**src/rtl/mips_alu_pkg.sv**
```systemverilog
// Shared encodings for the bit-serial ALU: aluop codes and sequencer states.
package mips_alu_pkg;

  localparam logic [2:0] ALUOP_AND = 3'b000;
  localparam logic [2:0] ALUOP_OR  = 3'b001;
  localparam logic [2:0] ALUOP_ADD = 3'b010;
  localparam logic [2:0] ALUOP_SUB = 3'b110;
  localparam logic [2:0] ALUOP_SLT = 3'b111;

  typedef enum logic [1:0] {
    IDLE   = 2'd0,
    RUN    = 2'd1,
    FINISH = 2'd2
  } state_t;

endpackage

```
**src/rtl/mips_alu_serial_slice.sv**
```systemverilog
// Combinational 1-bit ALU slice; set/v are only meaningful at the MSB position.
module mips_alu_serial_slice (
  input  logic       ai,
  input  logic       bi,
  input  logic       ci,
  input  logic       less,
  input  logic [2:0] aluop,
  output logic       r,
  output logic       cout,
  output logic       set,
  output logic       v
);

  logic bb, sum;

  assign bb   = bi ^ aluop[2];
  assign sum  = ai ^ bb ^ ci;
  assign cout = (ai & bb) | (ai & ci) | (bb & ci);
  assign v    = cout ^ ci;
  // Sign of the true difference, corrected for overflow, drives SLT.
  assign set  = sum ^ v;

  always_comb begin
    r = 1'b0;
    case (aluop[1:0])
      2'd0: r = ai & bb;
      2'd1: r = ai | bb;
      2'd2: r = sum;
      2'd3: r = less;
      default: r = 1'b0;
    endcase
  end

endmodule

```
**src/rtl/mips_alu_serial_ctrl.sv**
```systemverilog
// Bit-serial ALU sequencer: walks one slice over WIDTH cycles, LSB first,
// then publishes result/zero/overflow with a one-cycle done pulse.
module mips_alu_serial_ctrl
  import mips_alu_pkg::*;
#(
  parameter int WIDTH = 32,
  parameter int CNT_W = 5
) (
  input  logic             clk,
  input  logic             rst,
  input  logic             start,
  input  logic [2:0]       aluop,
  input  logic [WIDTH-1:0] a,
  input  logic [WIDTH-1:0] b,
  output logic             busy,
  output logic             done,
  output logic [WIDTH-1:0] result,
  output logic             zero,
  output logic             overflow
);

  localparam logic [CNT_W-1:0] LAST = CNT_W'(WIDTH - 1);

  state_t           state;
  logic [WIDTH-1:0] a_sh, b_sh, res_sh, fin;
  logic [2:0]       op;
  logic [CNT_W-1:0] cnt;
  logic             carry, set_q, v_q;
  logic             r, cout, set, v;

  mips_alu_serial_slice u_slice (
    .ai    (a_sh[0]),
    .bi    (b_sh[0]),
    .ci    (carry),
    .less  (1'b0),
    .aluop (op),
    .r     (r),
    .cout  (cout),
    .set   (set),
    .v     (v)
  );

  // SLT shifts in zeros for every bit; bit 0 is back-filled from the MSB set.
  always_comb begin
    fin = res_sh;
    if (op[1:0] == 2'b11) fin[0] = set_q;
  end

  always_ff @(posedge clk or posedge rst) begin
    if (rst) begin
      state    <= IDLE;
      busy     <= 1'b0;
      done     <= 1'b0;
      result   <= '0;
      zero     <= 1'b0;
      overflow <= 1'b0;
      a_sh     <= '0;
      b_sh     <= '0;
      res_sh   <= '0;
      op       <= '0;
      cnt      <= '0;
      carry    <= 1'b0;
      set_q    <= 1'b0;
      v_q      <= 1'b0;
    end else begin
      done <= 1'b0;
      case (state)
        IDLE: begin
          if (start) begin
            a_sh  <= a;
            b_sh  <= b;
            op    <= aluop;
            carry <= aluop[2];
            cnt   <= '0;
            busy  <= 1'b1;
            state <= RUN;
          end
        end
        RUN: begin
          a_sh   <= a_sh >> 1;
          b_sh   <= b_sh >> 1;
          res_sh <= {r, res_sh[WIDTH-1:1]};
          carry  <= cout;
          cnt    <= cnt + 1'b1;
          if (cnt == LAST) begin
            set_q <= set;
            v_q   <= v;
            state <= FINISH;
          end
        end
        FINISH: begin
          result   <= fin;
          zero     <= (fin == '0);
          overflow <= v_q;
          done     <= 1'b1;
          busy     <= 1'b0;
          state    <= IDLE;
        end
        default: begin
          busy  <= 1'b0;
          state <= IDLE;
        end
      endcase
    end
  end

endmodule

```
**config.mk**
```make
export PLATFORM = sky130hd
export DESIGN_NAME = mips_alu_serial_ctrl
export DESIGN_NICKNAME = d
export VERILOG_FILES = /design/src/rtl/mips_alu_pkg.sv /design/src/rtl/mips_alu_serial_slice.sv /design/src/rtl/mips_alu_serial_ctrl.sv
export SDC_FILE = /design/constraint.sdc
export NUM_CORES = 1
export LEC_CHECK = 0
export ABC_AREA = 1
export CORE_MARGIN = 4
export CORE_UTILIZATION = 52
export CTS_BUF_LIST = sky130_fd_sc_hd__clkbuf_4 sky130_fd_sc_hd__clkbuf_8 sky130_fd_sc_hd__clkbuf_16
export DETAILED_ROUTE_END_ITERATION = 8
export PLACE_DENSITY = 0.79
export SLEW_MARGIN = 20
export SYNTH_ARGS = -nofsm -noshare
export SYNTH_HDL_FRONTEND = slang
export SYNTH_SLANG_ARGS = --single-unit
export TNS_END_PERCENT = 50
```
**constraint.sdc**
```tcl
create_clock -name clk -period 5.9 [get_ports clk]
set_input_delay 1.18 -clock clk [delete_from_list [all_inputs] [get_ports clk]]
set_output_delay 1.18 -clock clk [all_outputs]
set_load 0.03 [all_outputs]
```
* After elaboration in Yosys (flattened, before gate mapping)
Cells that the tools add are included.
** Storage, ports and cells
- Output and inout bits :: 36
- Register bits :: 145
- Logic and storage cells :: 60
- Input bits :: 70
** Operators by class
- Mux-type cells :: 16
- Reductions and logical operators :: 9
- Equality and inequality tests :: 8
- Add/subtract/negate cells :: 1
- Bitwise logic cells :: 12
** Operators with widths (count)
- one-hot mux 32 bit (2 select lines) :: 2
- two-way mux 32 bit :: 2
- zero test 32 bit :: 1
- one-hot mux 5 bit (2 select lines) :: 1
- AND reduction 2 bit :: 5
- equality test 2 bit, second input constant :: 3
- adder 5 x 1 -> 5 bit, second input constant :: 1
- equality test 5 bit, second input constant :: 1
- two-way mux 5 bit :: 1
- bitwise XOR 1 bit :: 5
- equality test 2 x 1 -> 1 bit, second input constant :: 2
- zero test 2 bit :: 2
- two-way mux 1 bit :: 4
- two-way mux 2 bit :: 2
- != test 2 bit, second input constant :: 2
- one-hot mux 1 bit (2 select lines) :: 2
- one-hot mux 1 bit (4 select lines) :: 1
- one-hot mux 2 bit (2 select lines) :: 1
- AND 1 bit :: 3
- bitwise OR 1 bit :: 3
- nonzero test 2 bit :: 1
- NOT 1 bit :: 1

* Longest topological paths before layout
- Word-level depth :: 6
- Depth in mapped cells :: 8
- Depth with buffers taken out :: 8

* Cells and area by module
From an unflattened synthesis, not the netlist that was laid out.
** Second synthesis, totals
- Cells, all modules :: 643
- Area, all modules :: 5962.0 µm²
** By module, submodules not included
- mips_alu_serial_ctrl :: cells an instance 623, times used 1, sequential area each 3628.5 µm², area an instance 5824.3 µm²
- mips_alu_serial_slice :: cells an instance 20, times used 1, sequential area each 0.0 µm², area an instance 137.6 µm²

* Worst setup path before layout
Ideal clock, no wire load.
- Path kind :: input-to-reg
- Start point :: input start
- End point :: register b_sh[0]
- Path buffers :: 2
- Data required time :: 5.835 ns
- Slack :: 4.027 ns
- Stages on the path :: 6
- Data arrival time :: 1.808 ns
- Cells stage by stage :: nand2_1 > nor2_2 > buf_4 > buf_4 > nand2_1 > nand2_1
** On the way
- Cells in the longest elaborated chain, start to end :: 2
** Ends and longest elaborated chain
- start: declaration :: line mips_alu_serial_ctrl.sv:11 : input logic start,
- != test 2 bit (no line)
- AND reduction 2 bit (no line)
- end signal: assignment :: line mips_alu_serial_ctrl.sv:81 : b_sh <= b_sh >> 1;
- end: declaration :: line mips_alu_serial_ctrl.sv:25 : logic [WIDTH-1:0] a_sh, b_sh, res_sh, fin;
No other way between the ends.
A chain may end at the register's enable or synchronous reset.

* Worst setup path in the final report
- Start point :: input start
- End point :: register b_sh[14]
Same word-level chain as after synthesis.

==> results by group <==
Die
  • Die Height: 115 um
  • IO Pins: 106
  • Die area: 13200 um2
  • Core Rows: 38
  • Initial Utilization: 0.539
  • Core box area: 11000 um2
  • Chip width: 115 um

CTS
  • CTS resizes: 0
  • CTS buffer count: 17
  • Reg clk slew, reported paths: 0.06 ns
  • Clock Latency Late Sink: 0.42 ns
  • Post-CTS Repair Setup Buffers: 0
  • CTS root buf: clkbuf_16
  • CTS tree: yes
  • CTS max path bufs: 2
  • H-Tree Depth: 4
  • CTS Hold Bufs: 0
  • TritonCTS sink count: 145

Timing
  • Slew @ Worst Pin: 0.991 ns
  • Slew Limit Fails: 0
  • RSZ-0062 raised after global routing: no
  • PnR worst setup slack: 3.10 ns
  • Slew margin rel.: 0.337
  • Fin crit period: 2.80 ns
  • Fmax: 0.357 GHz
  • Tcrit/Tclk final: 0.474
  • Fin. Hold Viols: 0
  • Setup TNS Final: 0 ns
  • Max Clock Skew: 0.0185 ns
  • Final setup vio count: 0

Finish
  • Layout cell share with drive strength beyond 1: 0.0580
  • Final-layout fill cell count: 829
  • Non-filler cells, final: 881
  • Number of diodes: 0
  • P&R area growth vs syn: 28.9%
  • Nets: 804

Worst setup path
  • CP most frequent cell: nand2_1
  • Critical Path AT: 3.15 ns
  • Critical path required time: 6.25 ns
  • Crit path buf inv count: 2
  • RR Startpoint: state[0]$_DFFE_PP0P_
  • Crit start category: input port
  • Cell count along the critical path: 6
  • Crit-path slowest cell: inv_2
  • RR Endpoint: b_sh[14]$_DFFE_PP0P_
  • CP Max Fanout: 60
  • Register-to-register setup slack: 3.61 ns
  • Critical path endpoint: b_sh[14]$_DFFE_PP0P_
  • CP Capture Type: flop
  • Crit path launch: start
  • Crit-path cells: clkdlybuf4s50_1, nand2_1, nand2_1, inv_2, a22oi_1, nand2_1
  • CP top delay family: buffers and inverters
  • R2R cell count: 7
  • Crit path largest cell delay: 0.81 ns
  • Setup Crit Path Kind: input port to flop

Place
  • Place WS: 2.66 ns
  • Port bufs: 105
  • Hpwl dp: 8.01 mm
  • GP Congestion: 0.757
  • Placed Cells: 849

Global route
  • Grt met3 use: 0.0589
  • Tot GR Track Use: 0.203
  • Met2 GRT Util: 0.325
  • Vias in the first global route: 4673
  • GRT Residual Overflow: 0
  • Initial antenna violation count: 0
  • Gr busiest metal: met2
  • First-pass GRT wire length: 21.5 mm
  • Largest net degree at the start of global routing: 122
  • M1 GR Usage: 0.273

Routing
  • DR iter-0 viols: 447
  • TritonRoute pass-1 iters: 5
  • Vias: 4559
  • Final WL: 12.3 mm
  • Residual DRC count: 0
  • Final ANT Viol Nets: 0
  • Routed WL per cell: 14.0 um
  • Via/cell ratio: 5.17

Worst hold path
  • Hold Path Origin: result[22]$_DFFE_PP0P_
  • Hold Path Class: flop to flop

Yosys
  • Syn Nets: 712
  • Syn avg cell area: 9.35 um2
  • Synth Warn #: 0
  • Synthesis-stage register bit count: 145
  • Netlist cell types: 24
  • Mapped Area: 5950 um2
  • Cells after Synth: 636
  • Post-synthesis sequential area ratio: 0.610

Run
  • Maximum capacitance violations: 0

Outcome
  • Status: complete, no violations

Pwr
  • Static leakage: 0.00360 uW
  • PwrDens: 468 nW/um2
  • Peak supply drop: 0.381 mV
cell usage after synthesis:
cell	instances	share of area
nor2_1	25	0.016
o31ai_1	1	0.0013
fa_1	2	0.0067
nand3_1	1	0.00084
clkbuf_1	11	0.0069
inv_1	47	0.030
xor2_1	2	0.0029
o21ai_0	70	0.059
buf_4	3	0.0038
nand2_1	227	0.14
a22o_1	2	0.0029
inv_2	4	0.0025
xnor2_1	1	0.0015
ha_1	4	0.0084
nor2_4	1	0.0019
a22oi_1	51	0.064
buf_1	1	0.00063
o22ai_1	1	0.0011
nand4_1	1	0.0011
buf_2	20	0.017
o211ai_1	12	0.015
dfrtp_1	145	0.61
nor2_2	1	0.0011
a21oi_1	3	0.0025
layer usage:
metal | vias to the layer above | share of wire
met5 | - | 0
met4 | 0 | 0.0075
met3 | 10 | 0.045
met2 | 122 | 0.50
met1 | 2176 | 0.45
li1 | 2251 | -
area by class of cell:
cell class	count	area, um2	share of cell area
sequential	145	3630	0.473
multi-input combinational	405	1970	0.257
timing repair buffer	108	1080	0.141
clock buffer	18	439	0.0573
inverter	51	196	0.0256
clock inverter	14	181	0.0237
tap	140	175	0.0228
cell families (layout without fill, tap and decap cells):
group	after synthesis	in the layout	share of synthesized area
and+or+nand+nor	256	256	0.164
buffers and inverters	86	191	0.0604
adders and majority gates	6	6	0.0151
DFF	145	145	0.610
AOI/OAI and AO/OA	140	140	0.146
xor gates and xnor gates	3	3	0.00442
through the flow:
stage          instance area, um2  hold WS (ns)  utilization  power (uW)
6_report                     7670         0.480        0.695        3590
5_1_grt                      7670         0.517        0.695        3850
4_1_cts                      7660         0.484        0.695        3620
3_5_place_dp                 7040         0.467        0.638        2500
3_3_place_gp                 7040         0.464        0.638        2430
2_1_floorplan                5950         0.453            -        2230
power by group:
group | internal (uW) | switching, uW
Combinational | 376 | 588
Clock | 681 | 418
Sequential | 1320 | 209
worst min path at each step:
stage                             end  slack [ns]  cells past startpoint
2_1_floorplan  res_sh[29]$_DFFE_PP0P_        0.45                      2
3_3_place_gp   result[25]$_DFFE_PP0P_        0.46                      2
3_5_place_dp    result[0]$_DFFE_PP0P_        0.47                      2
4_1_cts         result[0]$_DFFE_PP0P_        0.48                      2
5_1_grt        result[16]$_DFFE_PP0P_        0.52                      2
6_report       result[22]$_DFFE_PP0P_        0.48                      2
sequential cells by signal, indices dropped and copies added, names as in the netlist:
register,flops
carry,1
state,2
result,32
zero,1
a_sh,32
res_sh,32
v_q,1
op,3
cnt,5
b_sh,32
set_q,1
busy,1
overflow,1
done,1
worst reg2reg max path, stage by stage, from the launching register on:
cell	delay, ns
dfrtp_1	0.42
inv_2	0.11
nor2_4	0.04
inv_2	0.21
nand2_1	0.33
inv_2	0.81
a22oi_1	0.18
nand2_1	0.13
placed cells by master (no fill, tap or decap), types with 5 or more instances in the layout:
master | netlist | final
clkdlybuf4s50_1 | 0 | 105
o211ai_1 | 12 | 12
inv_1 | 47 | 46
nand2_1 | 227 | 226
nor2_1 | 25 | 25
o21ai_0 | 70 | 70
dfrtp_1 | 145 | 145
clkinv_4 | 0 | 5
a22oi_1 | 51 | 51
clkbuf_16 | 0 | 17
No activity file was read; power rests on OpenSTA's default activity.
